$ cat config.mk
export PLATFORM = sky130hd
export DESIGN_NAME = btn_debounce_bank
export DESIGN_NICKNAME = d
export VERILOG_FILES = /design/src/rtl/btn_debounce_bank.sv
export SDC_FILE = /design/constraint.sdc
export NUM_CORES = 1
export LEC_CHECK = 0
export BUFFER_PORTS_ARGS = -buffer_cell sky130_fd_sc_hd__buf_2
export CAP_MARGIN = 20
export CORE_AREA = 2 2 121 123
export CTS_CLUSTER_DIAMETER = 50
export CTS_CLUSTER_SIZE = 10
export DETAILED_ROUTE_END_ITERATION = 12
export DIE_AREA = 0 0 123 125
export PLACE_DENSITY = 0.71
export SYNTH_ARGS = -nofsm -noshare
export SYNTH_HDL_FRONTEND = slang
export SYNTH_SLANG_ARGS = --single-unit
$ cat constraint.sdc
create_clock -name inCLK_50MHZ -period 2.7 [get_ports inCLK_50MHZ]
set_input_delay 0.675 -clock inCLK_50MHZ [delete_from_list [all_inputs] [get_ports inCLK_50MHZ]]
set_output_delay 0.675 -clock inCLK_50MHZ [all_outputs]
set_load 0.05 [all_outputs]
$ cat src/rtl/btn_debounce_bank.sv
// N-channel push-button debouncer with press-event queue and valid/ack handshake.
// Optional long-press strobe when LONG_PRESS_EN is defined.
//
// state     | meaning
// STABLE_LO | accepted level 0, waiting for a 1 sample
// PEND_HI   | counting consecutive 1 samples towards a press
// STABLE_HI | accepted level 1, waiting for a 0 sample
// PEND_LO   | counting consecutive 0 samples towards a release
module btn_debounce_bank #(
    parameter int N_BTN           = 4,
    parameter int DEBOUNCE_CYCLES = 500000,
    parameter int CNT_W           = 20,
    parameter int ID_W            = 2
`ifdef LONG_PRESS_EN
    ,parameter int LONG_CYCLES    = 50000000
`endif
) (
    input  logic             inCLK_50MHZ,
    input  logic             reset_n,
    input  logic [N_BTN-1:0] btn_in,
    output logic [N_BTN-1:0] btn_level,
    output logic [N_BTN-1:0] btn_press,
    output logic [N_BTN-1:0] btn_release,
    output logic             evt_valid,
    output logic [ID_W-1:0]  evt_id,
    input  logic             evt_ack,
    output logic [N_BTN-1:0] evt_overflow
`ifdef LONG_PRESS_EN
    ,output logic [N_BTN-1:0] btn_long
`endif
);

    typedef enum logic [1:0] {
        STABLE_LO = 2'd0,
        PEND_HI   = 2'd1,
        STABLE_HI = 2'd2,
        PEND_LO   = 2'd3
    } db_state_t;

    localparam logic [CNT_W-1:0] CNT_LAST = CNT_W'(DEBOUNCE_CYCLES - 1);

    logic [N_BTN-1:0] sync_a;
    logic [N_BTN-1:0] sync_s;
    db_state_t        state [N_BTN];
    logic [CNT_W-1:0] cnt   [N_BTN];

    logic [N_BTN-1:0] press_acc;
    logic [N_BTN-1:0] ack_clr;
    logic [N_BTN-1:0] pend;
    logic             ack_fire;

`ifdef LONG_PRESS_EN
    localparam int LONG_W = $clog2(LONG_CYCLES + 1);
    logic [LONG_W-1:0] long_cnt [N_BTN];
`endif

    // Press acceptance is decoded combinationally so the pending bit is set on
    // the same edge as the press strobe.
    always_comb begin
        press_acc = '0;
        for (int i = 0; i < N_BTN; i++) begin
            press_acc[i] = (state[i] == PEND_HI) && sync_s[i] && (cnt[i] == CNT_LAST);
        end
    end

    always_ff @(posedge inCLK_50MHZ) begin
        if (!reset_n) begin
            sync_a      <= '0;
            sync_s      <= '0;
            btn_level   <= '0;
            btn_press   <= '0;
            btn_release <= '0;
            for (int i = 0; i < N_BTN; i++) begin
                state[i] <= STABLE_LO;
                cnt[i]   <= '0;
            end
        end else begin
            sync_a      <= btn_in;
            sync_s      <= sync_a;
            btn_press   <= '0;
            btn_release <= '0;
            for (int i = 0; i < N_BTN; i++) begin
                case (state[i])
                    STABLE_LO: begin
                        if (sync_s[i]) begin
                            state[i] <= PEND_HI;
                            cnt[i]   <= CNT_W'(1);
                        end
                    end
                    PEND_HI: begin
                        if (!sync_s[i]) begin
                            state[i] <= STABLE_LO;
                            cnt[i]   <= '0;
                        end else if (cnt[i] == CNT_LAST) begin
                            state[i]     <= STABLE_HI;
                            cnt[i]       <= '0;
                            btn_level[i] <= 1'b1;
                            btn_press[i] <= 1'b1;
                        end else begin
                            cnt[i] <= cnt[i] + 1'b1;
                        end
                    end
                    STABLE_HI: begin
                        if (!sync_s[i]) begin
                            state[i] <= PEND_LO;
                            cnt[i]   <= CNT_W'(1);
                        end
                    end
                    PEND_LO: begin
                        if (sync_s[i]) begin
                            state[i] <= STABLE_HI;
                            cnt[i]   <= '0;
                        end else if (cnt[i] == CNT_LAST) begin
                            state[i]       <= STABLE_LO;
                            cnt[i]         <= '0;
                            btn_level[i]   <= 1'b0;
                            btn_release[i] <= 1'b1;
                        end else begin
                            cnt[i] <= cnt[i] + 1'b1;
                        end
                    end
                    default: begin
                        state[i] <= STABLE_LO;
                        cnt[i]   <= '0;
                    end
                endcase
            end
        end
    end

`ifdef LONG_PRESS_EN
    // Counter parks at LONG_CYCLES so a single hold fires only once.
    always_ff @(posedge inCLK_50MHZ) begin
        if (!reset_n) begin
            btn_long <= '0;
            for (int i = 0; i < N_BTN; i++) long_cnt[i] <= '0;
        end else begin
            btn_long <= '0;
            for (int i = 0; i < N_BTN; i++) begin
                if (state[i] != STABLE_HI) begin
                    long_cnt[i] <= '0;
                end else if (long_cnt[i] != LONG_W'(LONG_CYCLES)) begin
                    long_cnt[i] <= long_cnt[i] + 1'b1;
                    btn_long[i] <= (long_cnt[i] == LONG_W'(LONG_CYCLES - 1));
                end
            end
        end
    end
`endif

    function automatic logic [ID_W-1:0] lowest_idx(input logic [N_BTN-1:0] v);
        logic [ID_W-1:0] idx;
        idx = '0;
        for (int i = N_BTN - 1; i >= 0; i--) begin
            if (v[i]) idx = ID_W'(i);
        end
        return idx;
    endfunction

    assign ack_fire = evt_valid && evt_ack;

    always_comb begin
        ack_clr = '0;
        if (ack_fire) ack_clr[evt_id] = 1'b1;
    end

    // A fresh press on the acked channel wins over the clear.
    always_ff @(posedge inCLK_50MHZ) begin
        if (!reset_n) begin
            pend         <= '0;
            evt_valid    <= 1'b0;
            evt_id       <= '0;
            evt_overflow <= '0;
        end else begin
            pend         <= (pend & ~ack_clr) | press_acc;
            evt_overflow <= evt_overflow | (press_acc & pend);
            if (ack_fire) begin
                evt_valid <= 1'b0;
            end else if (!evt_valid && (pend != '0)) begin
                evt_valid <= 1'b1;
                evt_id    <= lowest_idx(pend);
            end
        end
    end

endmodule

# == Word-level counts from Yosys, hierarchy flattened ==
# Memory sizes are Yosys's and may differ from the RTL's.
# Index checks and enable logic that the tools add are counted.
# word_totals
mem_count,2
output_inout_bits,19
elab_cells,354
register_bits,31
ram_bits,88
# op_classes
add_sub_neg,4
bitwise_logic,63
n_reduce_logical,27
n_eq_ne,32
n_lt_le_gt_ge,2
muxes,212
# mem_list
name,depth,word_bits,rd,rd_clocked_by_memory_dff,wr,line_no,rtl
cnt,4,20,4,0,4,45,logic [CNT_W-1:0] cnt [N_BTN];
state,4,2,4,0,4,44,db_state_t state [N_BTN];
# ops
operator,n
two-way mux 20 bit,32
two-way mux 1 bit,146
"adder 20 x 1 -> 20 bit, second input constant",4
"equality test 20 x 19 -> 1 bit, second input constant",4
two-way mux 2 bit,28
OR 1 bit,56
"inequality test 2 bit, second input constant",12
AND reduction 5 bit,4
"equality test 2 bit, second input constant",8
logical AND 1 bit,11
bitwise AND 4 bit,2
"equality test 2 x 1 -> 1 bit, second input constant",4
logical NOT 2 bit,4
"inequality test 2 x 1 -> 1 bit, second input constant",4
OR 4 bit,2
one-hot mux 1 bit (2 select lines),4
nonzero test 2 bit,4
two-way mux 4 bit,1
NOT 4 bit,1
nonzero test 4 bit,1
"less-than comparator 2 x 3 -> 1 bit, second input constant",1
demux 1 bit (select 2 bit),1
">= comparator 2 x 1 -> 1 bit, second input constant",1
NOT 1 bit,2
3 further kinds,3

# == Logic depth before layout (Yosys ltp) ==
# Gate-level depths: netlist of run 1.
# depth
word_depth,12
depth_mapped,8

# == Worst setup path before layout of run 1 ==
# Ideal clock, no wire load.
# synth_path
path_kind,reg2reg
startpoint,memory cnt[2][12]
endpoint,"memory state[2][0] in the netlist's numbering, enable pin"
stages_incl_launch_ff,7
required_time_ps,2401
setup_ps,299
arrival_ps,2039
n_path_buf,2
slack_ps,362
synth_period_minus_slack_ps,2338
path_cell_list,edfxtp_1 -> or4b_1 -> or4_1 -> buf_2 -> o21ai_1 -> buf_2 -> and2_1
# synth_lines
element,line_no
"start, declared",45
"end, declared",44

==> results_dict.tcl, run 1 <==
set metrics [dict create \
    cp_data_required_time_ps 2780 \
    grt_pass1_wl_um 20800 \
    gr-usage-met3_pct 4.70 \
    clkTransAtPathRegs_ps 50 \
    cts_buffer_depth 2 \
    ant_nets 0 \
    fmax_mhz 395 \
    yosysWarnings 0 \
    maxCapViolations 0 \
    fp.dieH_um 125 \
    dieArea_um2 15400 \
    grt_pass1_vias 4389 \
    nets 640 \
    vias_per_cell 5.62 \
    clk_latency_ps 410 \
    rows 44 \
    diodes 0 \
    p_leak_nw 2.41 \
    antenna_found_initial 0 \
    run_status "complete, no violations" \
    p_per_area_nw_per_um2 916 \
    ys_types 48 \
    arrival_ps 2610 \
    grt-ovfl-total 0 \
    dpl_cell_area_um2 6490 \
    setup_tns_ps 0 \
    worst_slew_pin_slew_ps 880 \
    critPathLaunchType "flip-flop" \
    critPathKind "reg2reg" \
    ctsResizeCount 0 \
    start_util_pct 43.5 \
    syn_avg_cell_area_um2 10.3 \
    met1_usage_pct 21.3 \
    syn_to_final_growth_pct 14.2 \
    reg2reg_slack_ps 170 \
    slew-limit-headroom_pct 41.4 \
    avgRoutedWirePerCell_um 15.2 \
    synth_nets 614 \
    postSynth.asyncResetShare_pct 0 \
    fillers 1256 \
    final_cell_mix "edfxtp_1 (88), nor2_1 (59), nand2_1 (39)" \
    dp_hpwl_um 8490 \
    cts_post_setup_buffers_inserted 0 \
    io_buffer_count 25 \
    drive_above_1_share_pct 12.9 \
    grt_usage_pct 16.9 \
    boundaryPins 26 \
    drv_slew 0 \
    critPathCaptureType "flip-flop" \
    gp_congestion 0.823 \
    fin_crit_sh_pct 93.7 \
    ys_ff_latch 119 \
    seq_area_frac_synth_pct 52.8 \
    synth.cell_area_um2 6180 \
    vias 4645 \
    use_met2_pct 28.1 \
    finalSetupViolations 0 \
    synth_area_leader_cell "edfxtp_1" \
    core_um2 14200 \
    final_common_cell "edfxtp_1" \
    p_total_mw 6.47 \
    cts_root_buf "clkbuf_16" \
    grt_max_degree 39 \
    worstHoldPathType "reg2reg" \
    cts_tree "built" \
    fin_util_pct 49.7 \
    wl_um 12600 \
    fin_area_um2 7060 \
    syn_inst 603 \
    synth_edf_count 88 \
    skew_ps 7.62 \
    synth_ff_type "edfxtp_1" \
    drt_iter0_drc 459 \
    fp.dieW_um 123 \
    clock_sinks 119 \
    cts-hold-fix-buffers 0 \
    hold_violations 0 \
    irDropWorstVdd_v 0.000548 \
    drc 0 \
    cts_buffers 17 \
    top_usage_layer "met2" \
    htreeDepth 4 \
    dr.pass1.iters 5 \
    synth.top_cell.area_share_pct 42.7 \
    synth_area_leaders "edfxtp_1 (43%), dfxtp_1 (10%), xor2_1 (4.8%), nor2_1 (3.6%), nand4_1 (3.2%)" \
    period_needed_ps 2530 \
    rsz0062_at_grt "false" \
    crit_fanout 7 \
]
-- per-layer routing --
metal	wire, µm	share of wire, %	up-vias
met2	6270	50	96
met5	0	0	-
met4	146	1.2	0
li1	-	-	2298
met3	439	3.5	15
met1	5740	46	2236
-- power by group --
group | switching (mW) | leakage [nW] | internal, mW | total [mW]
Clock | 0.756 | 0.287 | 1.38 | 2.14
Combinational | 0.639 | 0.896 | 0.452 | 1.09
Sequential | 0.621 | 1.23 | 2.62 | 3.24
Total | 2.02 | 2.41 | 4.46 | 6.47
-- cell type report --
| cell class | instances | area (µm²) | share of cell area (%) |
|---|---|---|---|
| inverter | 19 | 71.3 | 1.01 |
| clock inverter | 8 | 66.3 | 0.939 |
| clock buffer | 24 | 503 | 7.12 |
| multi-input combinational | 437 | 2720 | 38.5 |
| tap | 184 | 230 | 3.26 |
| timing repair buffer | 35 | 213 | 3.01 |
| sequential | 119 | 3260 | 46.2 |
-- state kept, by name, summed over array words and instances, names as in the netlist --
register,count
btn_level,4
btn_press,4
btn_release,4
cnt,80
evt_id,2
evt_overflow,4
evt_valid,1
pend,4
state,8
sync_a,4
sync_s,4
-- final timing paths --
kind,from,end,cells after the start
worst min-delay path,sync_a[2]$_SDFF_PN0_,sync_s[2]$_SDFF_PN0_,1
worst min register to register,sync_a[2]$_SDFF_PN0_,sync_s[2]$_SDFF_PN0_,1
worst max-delay path,cnt[0][6]$_SDFFCE_PN0P_,state[0][1]$_SDFFCE_PP0P_,4
worst max register to register,cnt[0][6]$_SDFFCE_PN0P_,state[0][1]$_SDFFCE_PP0P_,4
-- worst max-delay path, stage by stage, from the launching register on --
cell,delay (ps)
edfxtp_1,450
or4b_1,530
or4b_1,660
o211a_1,280
o21ai_0,290
-- cells by family (layout without fill, tap and decap cells) --
logic type      Yosys count  in the layout  synth area share, %
compound gates           98             98                 10.3
fa+ha+maj                 4              4                0.809
flops                   119            119                 52.8
simple gates            280            280                 25.1
buf+inv                  47             86                 3.30
xor+xnor                 55             55                 7.79
-- synth_stat cells (all sizes together), types with 17 or more instances --
master / number
a21oi: 36
and2: 18
clkbuf: 18
dfxtp: 31
edfxtp: 88
inv: 19
nand2: 39
nand3: 29
nand4: 32
nor2: 69
o21ai: 19
or3: 20
or4: 17
xnor2: 21
xor2: 34
-- per-stage QoR --
| step | hold slack [ps] | setup slack (ps) | instances |
|---|---|---|---|
| floorplan | 412 | 362 | 603 |
| global placement | 425 | 260 | 794 |
| detailed placement | 422 | 197 | 794 |
| CTS | 435 | 187 | 826 |
| global route | 453 | 50.3 | 826 |
| finish | 435 | 169 | 826 |
Note: power is estimated with default switching activity, not from simulation.
==> inputs of run 2 (changes only) <==
--- a/config.mk
+++ b/config.mk
@@ -12,6 +12,7 @@
 export CTS_CLUSTER_SIZE = 10
 export DETAILED_ROUTE_END_ITERATION = 12
 export DIE_AREA = 0 0 123 125
+export GPL_TIMING_DRIVEN = 0
 export PLACE_DENSITY = 0.71
 export SYNTH_ARGS = -nofsm -noshare
 export SYNTH_HDL_FRONTEND = slang
==> results_dict.tcl, run 2 (synthesis results as in run 1) <==
set metrics [dict create \
    rsz0062_at_grt "false" \
    dpl_cell_area_um2 6540 \
    cts_buffer_depth 2 \
    arrival_ps 2710 \
    cp_num_buf_inv 2 \
    worstHoldPathType "reg2reg" \
    largest_reg_flops 80 \
    met2_wirelength_um 6310 \
    io_buffer_count 25 \
    dieArea_um2 15400 \
    max_stage_delay_ps 530 \
    path_cells "or4b_1 > or4_1 > buf_2 > o21ai_1 > clkbuf_4 > and2_1" \
    grt_pass1_wl_um 21400 \
    maxCapViolations 0 \
    cts_post_setup_buffers_inserted 0 \
    worstHoldPathCells 1 \
    ctsResizeCount 0 \
    worst_slew_pin_slew_ps 897 \
    hold_path_end "sync_s[2]$_SDFF_PN0_" \
    ant_nets 0 \
    vias 4738 \
    cp_slowest_cell "or4_1" \
    reg2reg_to "state[2][0]$_SDFFCE_PP0P_" \
    htreeDepth 4 \
    biggestRegsByFlops "cnt (80), state (8)" \
    rows 44 \
    reg2reg_depth 6 \
    final_cell_mix "edfxtp_1 (88), nor2_1 (59), nand2_1 (39)" \
    grt_pass1_vias 4530 \
    crit_fanout 10 \
    syn_to_final_growth_pct 15.1 \
    grt_max_degree 22 \
    avgRoutedWirePerCell_um 15.2 \
    p_total_mw 6.49 \
    top_layer "met4" \
    fp.dieW_um 123 \
    min-delay-start "sync_a[2]$_SDFF_PN0_" \
    place_inst 812 \
    fp.dieH_um 125 \
    diodes 0 \
    hold_slack_ps 432 \
    p_leak_nw 2.43 \
    period_needed_ps 2580 \
    critPathLaunchType "flip-flop" \
    reg2reg_from "cnt[2][14]$_SDFFCE_PN0P_" \
    core_um2 14200 \
    finalSetupViolations 0 \
    drv_slew 0 \
    dp_hpwl_um 8910 \
    vias_per_cell 5.63 \
    final_common_cell "edfxtp_1" \
    cts_tree "built" \
    antenna_found_initial 0 \
    final_cells 842 \
    regMostFlops "cnt" \
    run_status "complete, no violations" \
    path_delay_family "simple AND/OR/NAND/NOR gates" \
    cp_data_required_time_ps 2830 \
    cts_root_buf "clkbuf_16" \
    drt_iter0_drc 432 \
    met3_length_um 455 \
    fin_area_um2 7120 \
    cts_buffers 17 \
    fin_crit_sh_pct 95.6 \
    drive_above_1_share_pct 12.8 \
    skew_ps 7.65 \
    irDropWorstVdd_v 0.000497 \
    hold_violations 0 \
    slew-limit-headroom_pct 40.2 \
    dr.pass1.iters 6 \
    reg2reg_slack_ps 120 \
    wl_um 12800 \
    gp_congestion 0.828 \
    fin_util_pct 50.1 \
    critPathCaptureType "flip-flop" \
    cts-hold-fix-buffers 0 \
    critPathKind "reg2reg" \
    clk_latency_ps 420 \
    clkTransAtPathRegs_ps 50 \
    m1WireLength_um 5850 \
    boundaryPins 26 \
    grt_usage_pct 17.6 \
    nets 656 \
    start_util_pct 43.5 \
    fmax_mhz 387 \
    p_per_area_nw_per_um2 912 \
    clock_sinks 119 \
    drc 0 \
    grt-ovfl-total 0 \
]
-- run 2: changes by cell type in the layout (fill, tap and decap cells not counted), moves of 2 or more --
cell	before	now
clkbuf_16	18	20
buf_2	25	31
clkbuf_1	3	19
buf_4	9	0
-- run 2: worst max path at each step --
stage,to,cells after the start,startpoint
6_report,state[2][0]$_SDFFCE_PP0P_,6,cnt[2][14]$_SDFFCE_PN0P_
2_1_floorplan,state[2][0]$_SDFFCE_PP0P_,6,cnt[2][12]$_SDFFCE_PN0P_
5_1_grt,state[2][0]$_SDFFCE_PP0P_,6,cnt[2][14]$_SDFFCE_PN0P_
4_1_cts,cnt[3][10]$_DFFE_PP_,8,cnt[3][0]$_DFFE_PP_
3_5_place_dp,cnt[0][5]$_SDFFCE_PN0P_,5,reset_n
3_3_place_gp,cnt[0][6]$_SDFFCE_PN0P_,5,reset_n
-- run 2: metrics by stage --
| stage | setup TNS, ps | setup WS, ps |
|---|---|---|
| CTS | 0 | 2.12 |
| finish | 0 | 119 |
| global route | 0 | 7.98 |
| floorplan | 0 | 362 |
| detailed placement | -7690 | -197 |
| global placement | -6910 | -171 |
-- run 2: report_power, final --
group          leakage [nW]  internal, mW  switching [mW]
logic                 0.901         0.440           0.690
registers              1.23          2.62           0.556
clock network         0.296          1.40           0.784
total                  2.43          4.46            2.03
-- run 2: area by class of cell --
class	count	area (µm²)
tap	184	230
buffer	26	129
clock buffer	26	553
multi-input combinational	437	2720
sequential	119	3260
fill	1289	7080
inverter	19	71.3
clock inverter	6	31.3
timing repair buffer	25	125
-- run 2: layer usage --
layer / GRT usage [%] / up-vias
met2: 28.8 / 94
met3: 4.79 / 19
li1: - / 2334
met1: 22.3 / 2291
met5: 0 / -
met4: 6.22 / 0
-- run 2: worst reg2reg max path, stage by stage (launching register included) --
cell	delay, ps
edfxtp_1	480
or4b_1	520
or4_1	530
buf_2	190
o21ai_1	160
clkbuf_4	230
and2_1	190
==> inputs of run 3 (changes only) <==
--- a/config.mk
+++ b/config.mk
@@ -7,13 +7,13 @@
 export LEC_CHECK = 0
 export BUFFER_PORTS_ARGS = -buffer_cell sky130_fd_sc_hd__buf_2
 export CAP_MARGIN = 20
-export CORE_AREA = 2 2 121 123
+export CORE_AREA = 2 2 105 107
 export CTS_CLUSTER_DIAMETER = 50
 export CTS_CLUSTER_SIZE = 10
 export DETAILED_ROUTE_END_ITERATION = 12
-export DIE_AREA = 0 0 123 125
+export DIE_AREA = 0 0 107 109
 export GPL_TIMING_DRIVEN = 0
-export PLACE_DENSITY = 0.71
+export PLACE_DENSITY = 0.88
 export SYNTH_ARGS = -nofsm -noshare
 export SYNTH_HDL_FRONTEND = slang
 export SYNTH_SLANG_ARGS = --single-unit
==> results_dict.tcl, run 3 (synthesis results as in run 1) <==
set metrics [dict create \
    run_status "complete, no violations" \
    critPathLaunchType "flip-flop" \
    io_buffer_count 25 \
    crit_fanout 10 \
    finalSetupViolations 0 \
    core_um2 10600 \
    antenna_found_initial 0 \
    arrival_ps 2820 \
    rows 38 \
    cts_buffer_depth 2 \
    fp.dieH_um 109 \
    path_cells "or4b_1 > or4_1 > buf_2 > o21ai_1 > clkbuf_4 > and2_1" \
    fmax_mhz 385 \
    grt_usage_pct 23.7 \
    fin_util_pct 66.8 \
    p_total_mw 6.59 \
    reg2reg_to "state[2][1]$_SDFFCE_PP0P_" \
    period_needed_ps 2590 \
    min-delay-start "btn_in[1]" \
    drv_slew 0 \
    ant_nets 0 \
    grt_pass1_wl_um 21700 \
    gp_congestion 0.917 \
    avgRoutedWirePerCell_um 16.5 \
    critPathCaptureType "flip-flop" \
    skew_ps 7.78 \
    worst_slew_pin_slew_ps 914 \
    hold_slack_ps 374 \
    dr.pass1.iters 5 \
    grt_pass1_vias 4709 \
    boundaryPins 26 \
    cp_data_required_time_ps 2930 \
    dieArea_um2 11700 \
    seq_area_um2 3260 \
    p_per_area_nw_per_um2 931 \
    diodes 0 \
    multi_input_area_um2 2720 \
    reg2reg_depth 6 \
    cts-hold-fix-buffers 0 \
    reg2reg_slack_ps 110 \
    nets 656 \
    final_common_cell "edfxtp_1" \
    max_stage_delay_ps 530 \
    hold_violations 0 \
    largest_reg_flops 80 \
    htreeDepth 4 \
    cts_buffers 17 \
    layout_setup_ws_ps 106 \
    start_util_pct 58.3 \
    cp_num_buf_inv 2 \
    path_delay_family "simple AND/OR/NAND/NOR gates" \
    p_leak_nw 2.44 \
    syn_to_final_growth_pct 14.5 \
    slew-limit-headroom_pct 39.1 \
    final_cell_mix "edfxtp_1 (88), nor2_1 (59), nand2_1 (39)" \
    drive_above_1_share_pct 13.1 \
    cts_tree "built" \
    vias 4904 \
    drc 0 \
    grt-ovfl-total 0 \
    irDropWorstVdd_v 0.000476 \
    clkTransAtPathRegs_ps 60 \
    clk_latency_ps 530 \
    hold_path_end "sync_a[1]$_SDFF_PN0_" \
    fillers 766 \
    clock_sinks 119 \
    worstHoldPathCells 2 \
    biggestRegsByFlops "cnt (80), state (8)" \
    critPathKind "reg2reg" \
    drt_iter0_drc 395 \
    cp_slowest_cell "or4b_1" \
    rsz0062_at_grt "false" \
    dpl_worst_slack_ps -273 \
    fin_crit_sh_pct 96.1 \
    grt_max_degree 22 \
    dp_hpwl_um 8730 \
    fp.dieW_um 107 \
    cts_post_setup_buffers_inserted 0 \
    reg2reg_from "cnt[2][14]$_SDFFCE_PN0P_" \
    regMostFlops "cnt" \
    cts_root_buf "clkbuf_8" \
    wl_um 13100 \
    vias_per_cell 6.15 \
    worstHoldPathType "in2reg" \
    maxCapViolations 0 \
]
-- run 3: cell count changes in the layout (fill, tap and decap cells not counted), sizes merged --
cell,before,now
buf,33,34
clkbuf,44,41
inv,20,24
clkinv,5,3
-- run 3: report_power, final --
group	internal [mW]	switching [mW]	total, mW
logic	0.437	0.715	1.15
registers	2.62	0.576	3.20
clock network	1.43	0.820	2.25
-- run 3: layer usage --
metal | global-route usage, % | routed length (µm) | vias up
met3 | 5.74 | 739 | 27
met4 | 10.7 | 265 | 0
met2 | 40.1 | 6550 | 181
met5 | 0 | 0 | -
met1 | 28.9 | 5590 | 2359
li1 | - | - | 2337
-- run 3: timing repair --
item                       CTS  global route
setup endpoints to repair   10            21
pin swaps                    0             0
resized for setup            1             1
-- run 3: area by class of cell --
| cell class | count | share of cell area, % |
|---|---|---|
| clock inverter | 8 | 0.654 |
| sequential | 119 | 46.1 |
| buffer | 26 | 1.82 |
| timing repair buffer | 25 | 1.77 |
| multi-input combinational | 437 | 38.4 |
| tap | 140 | 2.47 |
| clock buffer | 24 | 7.86 |
| inverter | 19 | 1.01 |
-- run 3: per-stage QoR --
stage                     setup TNS, ps  std cells  area, µm²
after global routing                  0        798       7080
after global placement            -6230        768       6480
after floorplan                       0        603       6180
after detailed placement         -11230        768       6480
final                                 0        798       7080
after CTS                             0        800       7090
-- run 3: worst max path at each step --
stage	from	endpoint	slack, ps	cells past startpoint
global route	cnt[2][14]$_SDFFCE_PN0P_	state[2][1]$_SDFFCE_PP0P_	7	6
finish	cnt[2][14]$_SDFFCE_PN0P_	state[2][1]$_SDFFCE_PP0P_	110	6
CTS	cnt[2][14]$_SDFFCE_PN0P_	state[2][1]$_SDFFCE_PP0P_	80	6
detailed placement	reset_n	cnt[3][1]$_DFFE_PP_	-270	5
global placement	reset_n	cnt[0][8]$_SDFFCE_PN0P_	-160	5
floorplan	cnt[2][12]$_SDFFCE_PN0P_	state[2][0]$_SDFFCE_PP0P_	360	6
